$ cat src/rtl/csa_pkg.sv
// rtl/csa_pkg.sv - width helpers and 3:2 compressor primitive for carry-save trees
package csa_pkg;

  localparam int CSA_MAXW = 64;

  typedef logic [CSA_MAXW-1:0] csa_vec_t;

  typedef struct packed {
    csa_vec_t sum;
    csa_vec_t carry;
  } fa3_t;

  function automatic int sum_width(input int w, input int n);
    return w + $clog2(n);
  endfunction

  function automatic int out_width(input int w, input int n, input int ext);
    return sum_width(w, n) + ext;
  endfunction

  // Vector count after a given number of 3:2 layers.
  function automatic int tree_count(input int n, input int layer);
    int c;
    c = n;
    for (int i = 0; i < layer; i++) c = c - c / 3;
    return c;
  endfunction

  function automatic int tree_layers(input int n);
    int c;
    int l;
    c = n;
    l = 0;
    while (c > 2) begin
      c = c - c / 3;
      l++;
    end
    return l;
  endfunction

  function automatic fa3_t fa3(input csa_vec_t a, input csa_vec_t b, input csa_vec_t c);
    fa3_t r;
    r.sum   = a ^ b ^ c;
    r.carry = ((a & b) | (a & c) | (b & c)) << 1;
    return r;
  endfunction

endpackage

$ cat src/rtl/csa_sum_pipe_if.sv
// rtl/csa_sum_pipe_if.sv - operand/result handshake bundle for csa_sum_pipe
interface csa_sum_pipe_if
  import csa_pkg::*;
#(
  parameter int W       = 8,
  parameter int N       = 4,
  parameter int ACC_EXT = 4
);
  localparam int OW = out_width(W, N, ACC_EXT);

  logic            in_valid;
  logic            in_ready;
  logic [N*W-1:0]  in_data;
  logic            in_acc;
  logic            acc_clr;
  logic            out_valid;
  logic            out_ready;
  logic [OW-1:0]   out_sum;
  logic            out_parity;
  logic            out_ovf;

  modport master (
    output in_valid, in_data, in_acc, acc_clr, out_ready,
    input  in_ready, out_valid, out_sum, out_parity, out_ovf
  );

  modport slave (
    input  in_valid, in_data, in_acc, acc_clr, out_ready,
    output in_ready, out_valid, out_sum, out_parity, out_ovf
  );

endinterface

$ cat src/rtl/csa_tree.sv
// rtl/csa_tree.sv - combinational N-to-2 Wallace reduction of unsigned operands
module csa_tree
  import csa_pkg::*;
#(
  parameter int W  = 8,
  parameter int N  = 4,
  parameter int SW = sum_width(W, N)
) (
  input  logic [N*W-1:0] ops,
  output logic [SW-1:0]  sum,
  output logic [SW-1:0]  carry
);
  localparam int NL = tree_layers(N);

  logic [SW-1:0] lay [0:NL][0:N-1];

  for (genvar k = 0; k < N; k++) begin : g_in
    assign lay[0][k] = SW'(ops[k*W +: W]);
  end

  // Each layer compresses groups of three into two; leftovers pass straight down.
  for (genvar l = 0; l < NL; l++) begin : g_layer
    localparam int C = tree_count(N, l);
    localparam int G = C / 3;

    for (genvar g = 0; g < G; g++) begin : g_fa
      logic [CSA_MAXW-SW-1:0] s_unused;
      logic [CSA_MAXW-SW-1:0] c_unused;
      assign {s_unused, lay[l+1][2*g], c_unused, lay[l+1][2*g+1]} =
        fa3(CSA_MAXW'(lay[l][3*g]), CSA_MAXW'(lay[l][3*g+1]), CSA_MAXW'(lay[l][3*g+2]));
    end

    for (genvar k = 0; k < C - 3*G; k++) begin : g_pass
      assign lay[l+1][2*G+k] = lay[l][3*G+k];
    end

    for (genvar k = C - G; k < N; k++) begin : g_zero
      assign lay[l+1][k] = '0;
    end
  end

  assign sum   = lay[NL][0];
  assign carry = lay[NL][1];

endmodule

$ cat src/rtl/csa_sum_pipe.sv
// rtl/csa_sum_pipe.sv - two-stage carry-save multi-operand adder with accumulator
module csa_sum_pipe
  import csa_pkg::*;
#(
  parameter int W       = 8,
  parameter int N       = 4,
  parameter int ACC_EXT = 4
) (
  input logic          clk,
  input logic          rst_n,
  csa_sum_pipe_if.slave bus
);
  localparam int SW = sum_width(W, N);
  localparam int OW = SW + ACC_EXT;

  typedef struct packed {
    logic [SW-1:0] sum;
    logic [SW-1:0] carry;
    logic          parity;
    logic          acc;
  } s1_payload_t;

  s1_payload_t   s1_d;
  s1_payload_t   s1_q;
  logic          s1_valid;
  logic [SW-1:0] tree_sum;
  logic [SW-1:0] tree_carry;
  logic [SW-1:0] cpa;
  logic [OW-1:0] plain_sum;
  logic [OW-1:0] acc_q;
  logic [OW-1:0] acc_base;
  logic [OW:0]   acc_sum;
  logic          ovf_q;
  logic          s2_advance;
  logic          in_fire;
  logic          commit;

  csa_tree #(.W(W), .N(N), .SW(SW)) u_tree (
    .ops   (bus.in_data),
    .sum   (tree_sum),
    .carry (tree_carry)
  );

  assign s2_advance   = ~bus.out_valid | bus.out_ready;
  assign bus.in_ready = ~s1_valid | s2_advance;
  assign in_fire      = bus.in_valid & bus.in_ready;
  assign commit       = s1_valid & s2_advance;

  assign s1_d.sum    = tree_sum;
  assign s1_d.carry  = tree_carry;
  assign s1_d.parity = ^bus.in_data;
  assign s1_d.acc    = bus.in_acc;

  // Add in SW bits: the truncated carry-save pair is only exact modulo 2^SW.
  assign cpa       = s1_q.sum + s1_q.carry;
  assign plain_sum = OW'(cpa);
  assign acc_base  = bus.acc_clr ? '0 : acc_q;
  assign acc_sum   = {1'b0, acc_base} + {1'b0, plain_sum};
  assign bus.out_ovf = ovf_q;

  always_ff @(posedge clk) begin
    if (!rst_n) begin
      s1_valid       <= 1'b0;
      s1_q           <= '0;
      bus.out_valid  <= 1'b0;
      bus.out_sum    <= '0;
      bus.out_parity <= 1'b0;
      acc_q          <= '0;
      ovf_q          <= 1'b0;
    end else begin
      if (bus.in_ready) s1_valid <= bus.in_valid;
      if (in_fire) s1_q <= s1_d;
      if (s2_advance) bus.out_valid <= s1_valid;
      if (commit) begin
        bus.out_parity <= s1_q.parity;
        bus.out_sum    <= s1_q.acc ? acc_sum[OW-1:0] : plain_sum;
      end
      if (commit && s1_q.acc) begin
        acc_q <= acc_sum[OW-1:0];
        ovf_q <= (ovf_q & ~bus.acc_clr) | acc_sum[OW];
      end else if (bus.acc_clr) begin
        acc_q <= '0;
        ovf_q <= 1'b0;
      end
    end
  end

endmodule

$ cat src/flat_wrapper.sv
// flat-port wrapper written by rule: the top's interface ports become plain ports
module csa_sum_pipe_flat import csa_pkg::*;
#(
  parameter int W       = 8,
  parameter int N       = 4,
  parameter int ACC_EXT = 4
)
  (clk, rst_n, bus_in_valid, bus_in_data, bus_in_acc, bus_acc_clr, bus_out_ready, bus_in_ready, bus_out_valid, bus_out_sum, bus_out_parity, bus_out_ovf);
  csa_sum_pipe_if #(.W(W), .N(N), .ACC_EXT(ACC_EXT)) bus_i ();
  input logic clk;
  input logic rst_n;
  input wire logic [$bits(bus_i.in_valid)-1:0] bus_in_valid;
  input wire logic [$bits(bus_i.in_data)-1:0] bus_in_data;
  input wire logic [$bits(bus_i.in_acc)-1:0] bus_in_acc;
  input wire logic [$bits(bus_i.acc_clr)-1:0] bus_acc_clr;
  input wire logic [$bits(bus_i.out_ready)-1:0] bus_out_ready;
  output wire logic [$bits(bus_i.in_ready)-1:0] bus_in_ready;
  output wire logic [$bits(bus_i.out_valid)-1:0] bus_out_valid;
  output wire logic [$bits(bus_i.out_sum)-1:0] bus_out_sum;
  output wire logic [$bits(bus_i.out_parity)-1:0] bus_out_parity;
  output wire logic [$bits(bus_i.out_ovf)-1:0] bus_out_ovf;
  assign bus_i.in_valid = bus_in_valid;
  assign bus_i.in_data = bus_in_data;
  assign bus_i.in_acc = bus_in_acc;
  assign bus_i.acc_clr = bus_acc_clr;
  assign bus_i.out_ready = bus_out_ready;
  assign bus_in_ready = bus_i.in_ready;
  assign bus_out_valid = bus_i.out_valid;
  assign bus_out_sum = bus_i.out_sum;
  assign bus_out_parity = bus_i.out_parity;
  assign bus_out_ovf = bus_i.out_ovf;
  csa_sum_pipe #(.W(W), .N(N), .ACC_EXT(ACC_EXT)) u_core (.clk(clk), .rst_n(rst_n), .bus(bus_i));
endmodule
$ cat config.mk
export PLATFORM = sky130hd
export DESIGN_NAME = csa_sum_pipe_flat
export DESIGN_NICKNAME = d
export VERILOG_FILES = /design/src/rtl/csa_pkg.sv /design/src/rtl/csa_sum_pipe_if.sv /design/src/rtl/csa_tree.sv /design/src/rtl/csa_sum_pipe.sv /design/src/flat_wrapper.sv
export SDC_FILE = /design/constraint.sdc
export NUM_CORES = 1
export LEC_CHECK = 0
export BUFFER_PORTS_ARGS = -buffer_cell sky130_fd_sc_hd__clkbuf_2
export CORE_MARGIN = 3
export CORE_UTILIZATION = 52
export CTS_CLUSTER_SIZE = 30
export DETAILED_ROUTE_END_ITERATION = 12
export PLACE_DENSITY = 0.78
export SYNTH_ARGS = -nofsm -noshare
export SYNTH_HDL_FRONTEND = slang
export SYNTH_SLANG_ARGS = --single-unit
$ cat constraint.sdc
create_clock -name clk -period 3.5 [get_ports clk]
set_clock_uncertainty 0.05 [all_clocks]
set_input_delay 0.35 -clock clk [delete_from_list [all_inputs] [get_ports clk]]
set_output_delay 0.35 -clock clk [all_outputs]
set_load 0.02 [all_outputs]
==> results by group <==
Outcome
  – Status: completed

Yosys
  – Netlist Area Pre-Place: 3560 sq um
  – Largest family of logic cells by synthesized area: compound AO/OA/AOI/OAI gates
  – Commonest cells post-synth: nand2_1, dfxtp_1, xnor2_1
  – Number of enable flip-flop cells after synthesis: 0
  – Ys flop type: dfxtp_1
  – Synth Area in XOR/XNOR: 10.3%
  – Post-synthesis mux area share: 1.76%
  – Most frequent cell after synthesis: nand2_1
  – Post-synthesis sequential area ratio: 28.7%
  – YS warnings: 0
  – Syn_nets: 470
  – Post-Synthesis Cells: 396
  – Post-synthesis compound-gate area fraction: 20.9%
  – Netlist cell types: 55
  – Ys async rst share: 0%
  – Seq cells post-synth: 51
  – Largest cells by area after synthesis: dfxtp_1, fa_1, xnor2_1
  – Share of Yosys cell area claimed by the top area cell type: 28.7%
  – Syn Area/Cell: 8.98 sq um
  – Adder-cell share of the synthesized area: 16.3%
  – Post-synth top area cell: dfxtp_1
  – Post-synthesis simple-gate area fraction: 19.0%

STA
  – Final hold violations: 0
  – Worst-margin pin slew: 890 ps
  – Fmax achieved: 301 MHz
  – Final setup viols: 0
  – Relative slew slack: 40.7%
  – Tcrit/Tclk final: 95.1%
  – Tmin final: 3330 ps
  – Slew Viols, Final: 0
  – Setup WS post-layout: 172 ps

Clock network
  – CTS clock-pin slew for the worst setup and hold paths: 90 ps
  – Clock Sinks: 51
  – H-tree depth: 2
  – Root Driver: clkbuf_8
  – CTS Buffer Depth: 2
  – Number of buffers inserted by hold repair at cts: 0
  – CTS Buf Count: 5
  – TritonCTS clock tree: built
  – Clock Latency Late Sink: 310 ps

Worst setup path
  – Crit. Startpoint: u_core.s1_q[3]$_SDFFE_PN0P_
  – Setup crit end kind: flip-flop
  – Critical path peak fanout: 6
  – Worst Reg-to-Reg Cells: 13
  – Reg2reg setup slack: 170 ps
  – WS Path Type: flip-flop to flip-flop
  – CP arrival: 3530 ps
  – CP startpoint kind: flip-flop
  – FF-to-FF Start: u_core.s1_q[3]$_SDFFE_PN0P_
  – Crit path required time: 3700 ps
  – R2R Path End: u_core.bus.out_sum[11]$_SDFFE_PN0P_

Min path
  – Hold Path Origin: bus_in_acc
  – Hold crit path type: input port to flip-flop
  – Hold path depth: 3
  – Hold EP: u_core.s1_q[0]$_SDFFE_PN0P_

Flow run
  – Max_cap viols: 0

Global route
  – Number of global-route vias before repair: 2858
  – Total global-route track usage: 20.8%
  – Initial antenna violation count: 0
  – First-pass GRT wire length: 13000 microns
  – Largest net degree at the start of global routing: 50
  – Total grt overflow: 0

Floorplan
  – Initial Utilization: 54.7%
  – Die height: 88.7 microns
  – Die ar.: 7870 sq um
  – Top Ports: 56
  – FP Rows: 29
  – Core ar.: 6490 sq um
  – Die Wd: 88.7 microns

Drt
  – Drt wl/cell: 14.9 microns
  – Pre-antenna DRT Iters: 4
  – Post-DRT Antenna Nets: 0
  – DRT iter0 DRCs: 106
  – DRC Markers: 0
  – Via density: 5.57
  – Final wirelength: 7840 microns
  – Vias post-DR: 2929

Finish
  – Post-layout util: 62.3%
  – Nets: 523
  – Area delta synth->final: 13.8%
  – Layout cell share with drive strength beyond 1: 18.7%
  – Cell area after layout: 4050 sq um
  – Number of diodes: 0

Power and ir drop
  – Leakage: 1.82 nW
  – Pwr/cell area: 372 nW/um^2
  – Maximum vdd drop: 214 uV
  – Pwr Total: 0.00150 W

Placement
  – Placed Area: 3900 sq um
  – Dpl hpwl: 6070 microns
  – PortBufs: 55
  – Worst slack, placed: -81.9 ps
  – GPL Wtd Cong: 0.876
[flip-flops by register name, summed over array words and instances, names as in the netlist]
| register | flops |
|---|---|
| u_core.bus.out_ovf | 1 |
| u_core.bus.out_valid | 1 |
| u_core.acc_q | 14 |
| u_core.bus.out_sum | 14 |
| u_core.s1_q | 19 |
| u_core.s1_valid | 1 |
| u_core.bus.out_parity | 1 |
[report_power, final]
group	switching, W	internal, W
Combinational	0.000252	0.000209
Clock	0.000195	0.000210
Sequential	0.0000224	0.000616
[worst max-delay path, stage by stage (launching register included)]
cell and delay, ps:
dfxtp_1 320, ha_1 220, fa_1 410, a21o_1 190, a21oi_2 150, o21bai_1 80, o21ai_0 180, a21o_1 170
inv_1 50, ha_1 390, and3_1 280, a311oi_4 150, or4b_1 550, nand3_1 80
[metal layers]
| metal | share of wire [%] | track usage, % | vias up |
|---|---|---|---|
| li1 | - | - | 1474 |
| met1 | 48 | 28.4 | 1373 |
| met2 | 47 | 34.8 | 73 |
| met3 | 4.7 | 3.26 | 9 |
| met4 | 1.0 | 4.67 | 0 |
| met5 | 0 | 0 | - |
[what timing repair did]
action / in CTS / in global routing
setup endpoints to repair: 4 / 10
resized for setup: 2 / 3
pin swaps: 0 / 1
buffers inserted: 0 / 1
[through the flow]
stage	hold slack, ps	setup TNS, ps	cells
after floorplan	381	0	396
after global placement	400	-22.2	518
after detailed placement	401	-247	518
after CTS	246	0	525
after global routing	276	-11.4	526
final	236	0	526
[final cells by class]
class / count / area [sq um]
Clock buffer: 6 / 72.6
Clock inverter: 1 / 30.0
Fill cell: 565 / 2450
Inverter: 12 / 45.0
Multi-Input combinational cell: 318 / 2460
Sequential cell: 51 / 1020
Tap cell: 77 / 96.3
Timing Repair Buffer: 61 / 320
[cells by family after synthesis]
kind of cell               count (synthesis)
buffers and inverters                     27
xor gates and xnor gates                  42
and+or+nand+nor                          136
DFF                                       51
muxes                                      6
adders and majority gates                 36
AOI/OAI and AO/OA                         98
[layout by cell type, fill, tap and decap left out, types with 2 or more instances in the layout]
cell type	count
nand3_1	12
o21a_1	4
nor2b_1	17
nand3b_1	3
o211a_1	7
xor2_1	9
buf_4	6
and2_1	6
mux2i_1	4
o21ai_0	13
clkbuf_8	5
a32oi_1	2
dfxtp_1	51
o21bai_1	2
or2_2	2
a21o_1	7
fa_1	17
nor2_1	7
ha_1	18
a21oi_1	16
a21boi_0	24
and3_1	2
mux2_2	2
nand2_1	73
clkbuf_2	55
nand2b_1	4
o211ai_1	6
a21oi_2	2
a211oi_1	2
inv_1	11
xnor2_1	33
[worst max-delay path by stage]
stage                                                to  slack (ps)
floorplan           u_core.bus.out_sum[12]$_SDFFE_PN0P_         110
global placement    u_core.bus.out_sum[12]$_SDFFE_PN0P_         -20
detailed placement  u_core.bus.out_sum[12]$_SDFFE_PN0P_         -80
CTS                 u_core.bus.out_sum[12]$_SDFFE_PN0P_          50
global route                u_core.acc_q[13]$_SDFF_PN0_          -7
finish              u_core.bus.out_sum[11]$_SDFFE_PN0P_         170
(Power assumes the default switching activity.)
